===== config.mk =====
export PLATFORM = sky130hd
export DESIGN_NAME = usr_shift_param
export DESIGN_NICKNAME = d
export VERILOG_FILES = /design/src/rtl/usr_shift_param.sv
export SDC_FILE = /design/constraint.sdc
export NUM_CORES = 1
export LEC_CHECK = 0
export ABC_AREA = 1
export CAP_MARGIN = 20
export CELL_PAD_IN_SITES_DETAIL_PLACEMENT = 2
export CELL_PAD_IN_SITES_GLOBAL_PLACEMENT = 2
export CORE_ASPECT_RATIO = 0.8
export CORE_MARGIN = 2
export CORE_UTILIZATION = 21
export CTS_CLUSTER_SIZE = 14
export DETAILED_ROUTE_END_ITERATION = 10
export PLACE_DENSITY_LB_ADDON = 0.1
export SYNTH_ARGS = -nofsm -noshare
export SYNTH_HDL_FRONTEND = slang
export SYNTH_SLANG_ARGS = --single-unit
export TNS_END_PERCENT = 50

===== constraint.sdc =====
create_clock -name clk -period 1.7 [get_ports clk]
set_clock_uncertainty 0.15 [all_clocks]
set_input_delay 0.425 -clock clk [delete_from_list [all_inputs] [get_ports clk]]
set_output_delay 0.425 -clock clk [all_outputs]
set_load 0.01 [all_outputs]

===== src/rtl/usr_shift_param.sv =====
// Parametrised universal shift register (hold / right / left / load) with external,
// ring or Johnson feedback and a period step counter. Optional macro: USR_SELFCORRECT_EN.
module usr_shift_param #(
  parameter int WIDTH = 4
) (
  input  logic                           clk,
  input  logic                           CLR,
  input  logic                           S1,
  input  logic                           S0,
  input  logic [1:0]                     FB,
  input  logic                           RIN,
  input  logic                           LIN,
  input  logic [WIDTH-1:0]               D,
  output logic [WIDTH-1:0]               Q,
  output logic [$clog2(2*WIDTH)-1:0]     CNT,
  output logic                           WRAP
);

  localparam int CW = $clog2(2*WIDTH);
  // Last count value before a wrap; one extra bit so 2*WIDTH-1 always fits.
  localparam logic [CW:0] LAST_STD  = (CW+1)'(WIDTH - 1);
  localparam logic [CW:0] LAST_JOHN = (CW+1)'(2*WIDTH - 1);

  typedef enum logic [1:0] {
    MODE_HOLD  = 2'b00,
    MODE_RIGHT = 2'b01,
    MODE_LEFT  = 2'b10,
    MODE_LOAD  = 2'b11
  } mode_t;

  typedef enum logic [1:0] {
    FB_EXT     = 2'b00,
    FB_RING    = 2'b01,
    FB_JOHNSON = 2'b10,
    FB_EXT_ALT = 2'b11
  } fb_t;

  mode_t            mode;
  fb_t              fb_sel;
  logic             r_bit;
  logic             l_bit;
  logic [WIDTH-1:0] shifted;
  logic [CW:0]      last;
  logic             at_end;
  logic             illegal;

  assign mode   = mode_t'({S1, S0});
  assign fb_sel = fb_t'(FB);

  // NOTE: every signal gets a default at the top of always_comb, so no path leaves it unassigned (no latch).
  always_comb begin
    r_bit = RIN;
    l_bit = LIN;
    case (fb_sel)
      FB_RING: begin
        r_bit = Q[0];
        l_bit = Q[WIDTH-1];
      end
      FB_JOHNSON: begin
        r_bit = ~Q[0];
        l_bit = ~Q[WIDTH-1];
      end
      default: ;
    endcase
    shifted = (mode == MODE_LEFT) ? {Q[WIDTH-2:0], l_bit} : {r_bit, Q[WIDTH-1:1]};
    last    = (fb_sel == FB_JOHNSON) ? LAST_JOHN : LAST_STD;
    // ">=" rather than "==": a count left beyond the period by an FB change wraps on the next shift.
    at_end  = {1'b0, CNT} >= last;
  end

`ifdef USR_SELFCORRECT_EN
  // A legal Johnson code has at most one adjacent bit transition: zero or one bit set in edges.
  logic [WIDTH-2:0] edges;
  assign edges   = Q[WIDTH-1:1] ^ Q[WIDTH-2:0];
  assign illegal = (fb_sel == FB_JOHNSON) && ((edges & (edges - (WIDTH-1)'(1))) != '0);
`else
  assign illegal = 1'b0;
`endif

  // NOTE: non-blocking assignments for all registered state so every flop samples pre-edge values.
  always_ff @(posedge clk) begin
    if (CLR) begin
      Q    <= '0;
      CNT  <= '0;
      WRAP <= 1'b0;
    end else begin
      WRAP <= 1'b0;
      case (mode)
        MODE_HOLD: ;
        MODE_LOAD: begin
          Q   <= D;
          CNT <= '0;
        end
        default: begin
          if (illegal) begin
            Q   <= '0;
            CNT <= '0;
          end else begin
            Q <= shifted;
            if (at_end) begin
              CNT  <= '0;
              WRAP <= 1'b1;
            end else begin
              CNT <= CNT + CW'(1);
            end
          end
        end
      endcase
    end
  end

endmodule


==> metrics, run 1 <==
status complete, but fails checks; failing checks DRC; endpoint class of the critical path flop; Top FF cell, synth dfxtp_1; yosys warns 0; main combinational cell family by area after synthesis compound AO/OA/AOI/OAI gates; TritonCTS clock tree yes; Mapped Area 503 um2; cell chain of the critical path dlygate4sd2_1, inv_1, ha_2, inv_2, ha_4, nand3_2, nand3_2, nor2_2, o21a_1; first-pass GRT wire length 2760 um; syn avg cell area 6.71 um2; fin. max-slew vios 0; top-count cell post-synth nand2_1; multi-input logic area ~320 um2; vias in the first global route 623; flop-to-flop setup slack ~0.41 ns; initial DRC count 14; layout cell share with drive strength beyond 1 0.225; Worst Setup Slack post-DPL -0.522 ns; CP max FO 3; Nets 120; Final WS setup 0.121 ns; Pleak 0.413 nW; post-synth top area share 0.318; mux share of post-synthesis cell area 0; area grow syn2layout 60.9%; Hold Startpoint CNT[1]; Worst Setup SP FB[0]; Synth cell types 17; Worst-Skew Late Latency 0.25 ns; clk root buf clkbuf_4; Core Util, Final 0.366; Arr. time, crit path 1.57 ns; drt pass-1 iters 6; sequential fraction of the synthesis area 0.318; P per Cell Area 622 nW/um2; Min-Delay Path Class reg -> reg; largest net degree at the start of global routing 9; Fmax achieved 633 MHz; Final Wtd Congestion 0.680; gr usage total 0.136; Routed WL 1610 um; Cells after Synth 75; CP Data Required Time 1.69 ns; initial antenna violation count 0; Max Cap Viol 0; Filler cells 285; Worst path max stage delay 0.27 ns; clock buffer depth 2; Post-route DRC 1; worst reg2reg startpoint CNT[1]; Setup Crit Path Kind in -> reg; WL/cell 12.7 um; top cell type by total area after synthesis dfxtp_1; top cells by area, synth dfxtp_1, o21ai_0, nand2_1; Min Hold Slack 0.365 ns; Post-CTS Hold Fix Bufs 0; min Tclk post-route about 1.6 ns; worst-margin pin slew about 0.23 ns; Reg clk slew, reported paths 0.05 ns; setup_tns 0 ns; clk sink count 8; DP HPWL about 1300 um; via/cell ratio 4.65; Compound-Gate Fraction of Synth Area 0.241; simple-gate area share of the yosys netlist 0.231; Ports 20; grt total ovfl 0; XOR/XNOR Fraction of Synth Area 0; die width 58.7 um; final setup fails 0; Chip Height 47.8 um; CP max-delay cell ha_4; die area 2810 um2; number of core rows 15; Startpoint Class input pin; critical path's top delay family adder cells; worst path buffer plus inverter count 3; Inserted Diodes 0; number of flops mapped to enable cells by yosys 0; Power Total 0.000504 W; Commonest cells post-synth nand2_1, inv_1, o21ai_0; CTS Buf Count 3; adder-cell area share of the yosys netlist 0.0995; H-tree depth 1; antenna viol nets, final 0; Most common cell on crit path nand3_2; Synth Register Bits 8; Syn Nets 91; Starting Density 0.227; final period utilization 0.929; core footprint 2210 um2; ys async rst share 0; Reg area 163 um2; port bufs 19; peak supply drop 248 uV; number of hold violations in the final report 0; RSZ-0062 raised after global routing false; Vias 591; Relative slew margins 0.847
## registers in the layout, indices dropped and copies added, names as in the netlist
| name | cells |
|---|---|
| CNT | 3 |
| Q | 4 |
| WRAP | 1 |
## through the flow
stage | cell area, um2 | cells
after floorplan | 503 | 75
after global placement | 754 | 123
after detailed placement | 754 | 123
after CTS | 785 | 127
after global routing | 810 | 127
final | 810 | 127
## power by group
part / internal, W / leakage (nW) / total, W / switching, W
sequential: 0.000203 / 0.0663 / 0.000218 / 0.0000154
combinational: 0.0000728 / 0.333 / 0.000141 / 0.0000684
clock: 0.0000807 / 0.0138 / 0.000145 / 0.0000639
## logic make-up after synthesis
kind of cell | count (synthesis)
simple gates | 27
compound gates | 22
buf+inv | 14
flops | 8
fa+ha+maj | 4
## final timing paths
kind	to	cells after the start
max	CNT[0]	9
min	CNT[1]	2
max reg2reg	CNT[2]	6
min reg2reg	CNT[1]	2
## placed cells by master, fill, tap and decap left out, drive strengths merged
cell type / count
clkbuf: 3
a31oi: 2
buf: 5
dlygate4sd2: 8
dlymetal6s2s: 2
o21a: 2
a21oi: 5
clkdlybuf4s50: 9
ha: 4
inv: 14
dfxtp: 8
nand3: 2
nand2: 16
nand4: 1
nor2: 8
o21ai: 13
## metal layers
| metal | vias up | track usage | wire length [um] |
|---|---|---|---|
| li1 | 299 | - | - |
| met1 | 278 | 0.162 | 731 |
| met2 | 12 | 0.236 | 799 |
| met3 | 2 | 0.0486 | 69 |
| met4 | 0 | 0.0409 | 7 |
| met5 | - | 0 | 0 |
## timing repair
action | 4_1_cts | 5_1_grt
setup endpoints to repair | 11 | 6
gates resized for setup | 13 | 5
buffers inserted | 1 | 0
pin swaps | 3 | 2
gates cloned | 0 | 0
## tightest hold or removal path, cell delays in order, from the launching register on
cell and delay [ns]:
dfxtp_1 0.34, nand2_1 0.07, a21oi_1 0.05
## layout make-up
cell class                      instances  area share
Multi-Input combinational cell         53       0.389
Inverter                               14      0.0680
Tap cell                               25      0.0386
Timing Repair Buffer                   24       0.275
Clock buffer                            3      0.0278
Sequential cell                         8       0.201
No activity file was read; power rests on OpenSTA's default activity.
==> run 2: changes to the inputs <==
CORE_UTILIZATION = 29   (was 21)
DONT_BUFFER_PORTS = 1   (was not set)
GPL_TIMING_DRIVEN = 0   (was not set)
==> metrics, run 2 (synthesis results as in run 1) <==
Pleak 0.252 nW (-39%); peak supply drop 460 uV (+86%); first-pass GRT wire length 2260 um (-18%); Filler cells 211 (-26%); CP max FO 3 (unchanged); clk sink count 8 (unchanged); TritonCTS clock tree yes; largest register by flop count Q; H-tree depth 1 (unchanged); largest registers Q x4, CNT x3, WRAP x1; clk root buf clkbuf_4; Met3 Wirelength 106 um (+54%); sw frac 0.305 (+0.0118); die width 50.6 um (-14%); P per Cell Area 809 nW/um2 (+30%); Worst-Skew Late Latency 0.25 ns (about the same); Post-CTS Hold Fix Bufs 0 (unchanged); Relative slew margins 0.832 (-0.0146); initial antenna violation count 0 (unchanged); grt total ovfl 0 (unchanged); area grow syn2layout 9.95%; Reg clk slew, reported paths 0.05 ns (about the same); largest net degree at the start of global routing 9 (unchanged); cell chain of the critical path inv_1, ha_1, inv_1, ha_1, nand3_1, nand3_1, nor2_2, nand2_1, a21oi_1; Core Util, Final 0.340 (-0.0255); number of hold violations in the final report 0 (unchanged); Routed WL 1390 um (-14%); Sw Pwr 0.000136 W (-7.6%); met1 wire length 657 um (-10%); Flop pwr share 0.503 (+0.070); die area 2090 um2 (-26%); multi-input logic area 288 um2 (-8.7%); port bufs 0 (-19); post_cts resized 0 (-13); commonest non-fill, non-tap cell in the layout nand2_1; Comb pwr share 0.166 (-0.114); Post-route DRC 0 (-1); layout cell share with drive strength beyond 1 0.128 (-0.0973); gr usage total 0.155 (+0.0196); Startpoint Class input pin; max FFs per register 4 (unchanged); fin. max-slew vios 0 (unchanged); final setup fails 0 (unchanged); min Tclk post-route 1.45 ns (-0.132 ns); flop-to-flop setup slack 0.29 ns (-0.12 ns); Final Wtd Congestion 0.678 (-0.34%); setup_tns 0 ns (unchanged); Inserted Diodes 0 (unchanged); Final WS setup 0.253 ns (+0.132 ns); WL/cell 13.9 um (+9.8%); Worst Setup Slack post-DPL -0.0374 ns (+0.484 ns); final period utilization 0.851 (-0.0778); clock buffer depth 2 (unchanged); antenna viol nets, final 0 (unchanged); critical path's top delay family simple AND/OR/NAND/NOR gates; initial DRC count 0 (-14); CP Data Required Time 1.74 ns (+0.05 ns); Ports 20 (unchanged); cell-internal power 0.000311 W (-13%); Starting Density 0.309 (+0.0821); commonest cells after routing, fill and taps aside nand2_1, inv_1, o21ai_0; Arr. time, crit path 1.49 ns (-0.08 ns); Setup Crit Path Kind in -> reg; Fmax achieved 691 MHz (+9.1%); WL met2 621 um (-22%); CTS Buf Count 3 (unchanged); number of core rows 13 (-2); Max Cap Viol 0 (unchanged); Chip Height 41.3 um (-14%); Reg area 160 um2 (-1.5%); Post-CTS Setup Inserts 0 (-1); Power Total 0.000447 W (-11%); core footprint 1630 um2 (-27%); worst path buffer plus inverter count 2 (-1); clock group share of total power 0.332 (+0.045); via/cell ratio 4.95 (+6.4%); DP HPWL 1140 um (-14%); Vias 495 (-16%); status finished clean; endpoint class of the critical path flop; drt pass-1 iters 1 (-5); Max Used Layer met4; worst-margin pin slew 0.252 ns (+0.0240 ns); RSZ-0062 raised after global routing false; Nets 96 (-20%); Worst path max stage delay 0.24 ns (-0.03 ns); Min-Delay Path Class in -> reg; vias in the first global route 494 (-21%); CP max-delay cell ha_1
[run 2: worst reg2reg max path, stage by stage, from the launching register on]
cell and delay (ns):
dfxtp_1 0.40, ha_1 0.27, nand3_1 0.08, nand3_1 0.14, nor2_2 0.14, nand2_1 0.06, a21oi_1 0.10
[run 2: path summary, 6_finish.rpt]
path,start,endpoint,depth (start not counted)
worst max-delay path,FB[0],CNT[1],9
worst min-delay path,CLR,CNT[1],1
worst max register to register,CNT[2],CNT[1],6
worst min register to register,CNT[1],CNT[1],2
[run 2: area by class of cell]
cell class / count / share of cell area
Multi-Input combinational cell: 53 / 0.520
Sequential cell: 8 / 0.290
Inverter: 14 / 0.0995
Tap cell: 22 / 0.0498
Clock buffer: 3 / 0.0407
[run 2: per-stage QoR]
stage                     hold WS, ns  std cells  cell area, um2
after floorplan                 0.344         75             503
after global placement          0.346         97             531
after CTS                      0.0712        100             553
after detailed placement        0.347         97             531
final                          0.0803        100             553
after global routing           0.0712        100             553
[run 2: per-layer routing]
| metal | GRT usage | up-vias |
|---|---|---|
| met5 | 0 | - |
| met3 | 0.0803 | 2 |
| li1 | - | 252 |
| met2 | 0.266 | 13 |
| met1 | 0.182 | 228 |
| met4 | 0.0203 | 0 |
[run 2: power groups by stage]
stage	sequential, W	clock, W	combinational [W]
after floorplan	0.000224	0	0.0000586
after global placement	0.000228	0	0.0000722
after detailed placement	0.000229	0	0.0000748
after CTS	0.000225	0.000156	0.0000756
after global routing	0.000227	0.000160	0.0000877
final	0.000225	0.000148	0.0000742
==> run 3: changes to the inputs <==
CELL_PAD_IN_SITES_DETAIL_PLACEMENT = not set   (was 2)
CELL_PAD_IN_SITES_GLOBAL_PLACEMENT = not set   (was 2)
CORE_AREA = 2 2 39 41   (was not set)
CORE_ASPECT_RATIO = not set   (was 0.8)
CORE_MARGIN = not set   (was 2)
CORE_UTILIZATION = not set   (was 29)
DIE_AREA = 0 0 41 43   (was not set)
DONT_BUFFER_PORTS = not set   (was 1)
PLACE_DENSITY = 0.71   (was not set)
PLACE_DENSITY_LB_ADDON = not set   (was 0.1)
==> metrics, run 3 (synthesis results as in run 1) <==
CP Data Required Time 1.12 ns (-0.62 ns); Setup Crit Path Kind reg -> out; max FFs per register 4 (unchanged); Startpoint Class flop; CP max FO 1 (-2); WL/cell 9.84 um (-29%); largest net degree at the start of global routing 9 (unchanged); drt pass-1 iters 3 (+2); P per Cell Area 654 nW/um2 (-19%); Final Wtd Congestion 0.798 (+18%); number of hold violations in the final report 0 (unchanged); Power Total 0.000487 W (+8.9%); peak supply drop 448 uV (-2.7%); Min Hold Slack 0.356 ns (+0.275 ns); final period utilization 0.973 (+0.122); critical path's top delay family buffers and inverters; CTS Buf Count 3 (unchanged); min Tclk post-route 1.65 ns (+0.208 ns); Core Util, Final 0.538 (+0.198); clk root buf clkbuf_4; clock buffer depth 2 (unchanged); endpoint class of the critical path output pin; Worst-Skew Late Latency 0.26 ns (about the same); commonest cells after routing, fill and taps aside nand2_1, o21ai_0, inv_1; Flop pwr share 0.441 (-0.062); Reg clk slew, reported paths 0.06 ns (about the same); largest registers Q x4, CNT x3, WRAP x1; Worst path max stage delay 0.52 ns (+0.28 ns); Starting Density 0.363 (+0.0542); die area 1760 um2 (-15%); core footprint 1380 um2 (-15%); Filler cells 150 (-29%); vias in the first global route 460 (-6.9%); H-tree depth 1 (unchanged); Layout Cells excl Fill 113 (+13%); cell chain of the critical path clkdlybuf4s50_1; cell-internal power 0.000345 W (+11%); Routed WL 1110 um (-20%); Fmax achieved 604 MHz (-13%); Sw Pwr 0.000142 W (+4.3%); port bufs 19 (+19); worst path buffer plus inverter count 1 (-1); Ports 20 (unchanged); Pleak 0.358 nW (+42%); Relative slew margins 0.814 (-0.0181); Post-CTS Setup Inserts 0 (unchanged); final setup fails 0 (unchanged); gr usage total 0.152 (-0.00332); area grow syn2layout 48.0%; DP HPWL 869 um (-24%); Max Cap Viol 0 (unchanged); initial DRC count 12 (+12); worst-margin pin slew 0.276 ns (+0.0245 ns); CP max-delay cell clkdlybuf4s50_1; via/cell ratio 4.89 (-1.1%); Post-route DRC 0 (unchanged); antenna viol nets, final 0 (unchanged); initial antenna violation count 0 (unchanged); Placed Cells 110 (+13%); Min-Delay Path Class reg -> reg; RSZ-0062 raised after global routing false; Nets 115 (+20%); first-pass GRT wire length 1790 um (-21%); largest register by flop count Q; grt total ovfl 0 (unchanged); layout cell share with drive strength beyond 1 0.144 (+0.0161); number of core rows 14 (+1); Chip Height 43 um (+4.2%); commonest non-fill, non-tap cell in the layout nand2_1; clock group share of total power 0.307 (-0.025); Inserted Diodes 0 (unchanged); clk sink count 8 (unchanged); Post-CTS Hold Fix Bufs 0 (unchanged); Comb pwr share 0.252 (+0.086); die width 41 um (-19%); sw frac 0.292 (-0.0128); fin. max-slew vios 0 (unchanged); TritonCTS clock tree yes; status finished clean; Arr. time, crit path 1.08 ns (-0.41 ns); Vias 553 (+12%)
run 3: cell type report:
type / count / area [um2] / share of cell area
Clock buffer: 3 / 22.5 / 0.0303
Tap cell: 16 / 20.0 / 0.0269
Sequential cell: 8 / 160 / 0.215
Multi-Input combinational cell: 53 / 308 / 0.413
Inverter: 14 / 55.1 / 0.0739
Timing Repair Buffer: 19 / 179 / 0.240
run 3: worst reg2reg max path, stage by stage, from the launching register on:
cell and delay, ns:
dfxtp_1 0.39, ha_4 0.23, nand3_1 0.09, nand3_2 0.11, nor2_2 0.11, nand2_1 0.06, a21oi_1 0.13
run 3: power by group through the flow:
| stage | Clock, W | Combinational [W] | Sequential [W] |
|---|---|---|---|
| 5_1_grt | 0.000163 | 0.000138 | 0.000217 |
| 6_report | 0.000149 | 0.000123 | 0.000215 |
| 3_3_place_gp | 0 | 0.000130 | 0.000219 |
| 4_1_cts | 0.000153 | 0.000124 | 0.000215 |
| 3_5_place_dp | 0 | 0.000131 | 0.000220 |
| 2_1_floorplan | 0 | 0.0000586 | 0.000224 |
run 3: worst paths after layout:
kind	cells past startpoint	end	slack, ns	from
worst max-delay path	1	WRAP	0.05	WRAP
worst min-delay path	2	Q[2]	0.36	Q[1]
worst max register to register	6	CNT[1]	0.37	CNT[2]
worst min register to register	2	Q[2]	0.36	Q[1]
run 3: timing repair:
item | 4_1_cts | 5_1_grt
endpoints found under the hold margin | 0 | 0
cloned | 0 | 0
endpoints found under the setup margin | 11 | 1
pin swaps | 4 | 1
resized for setup | 13 | 0
run 3: per-layer routing:
layer / global-route usage / vias up / share of wire
met3: 0.0628 / 2 / 0.063
li1: - / 287 / -
met1: 0.188 / 252 / 0.45
met5: 0 / - / 0
met4: 0.0800 / 0 / 0.0063
met2: 0.216 / 12 / 0.47
run 3: through the flow:
step	area, um2	TNS [ns]	setup WS [ns]
6_report	744	0	0.0455
5_1_grt	744	0	0.00625
4_1_cts	744	0	0.0350
3_5_place_dp	713	-2.39	-0.551
3_3_place_gp	713	-2.16	-0.480
2_1_floorplan	503	0	0.124
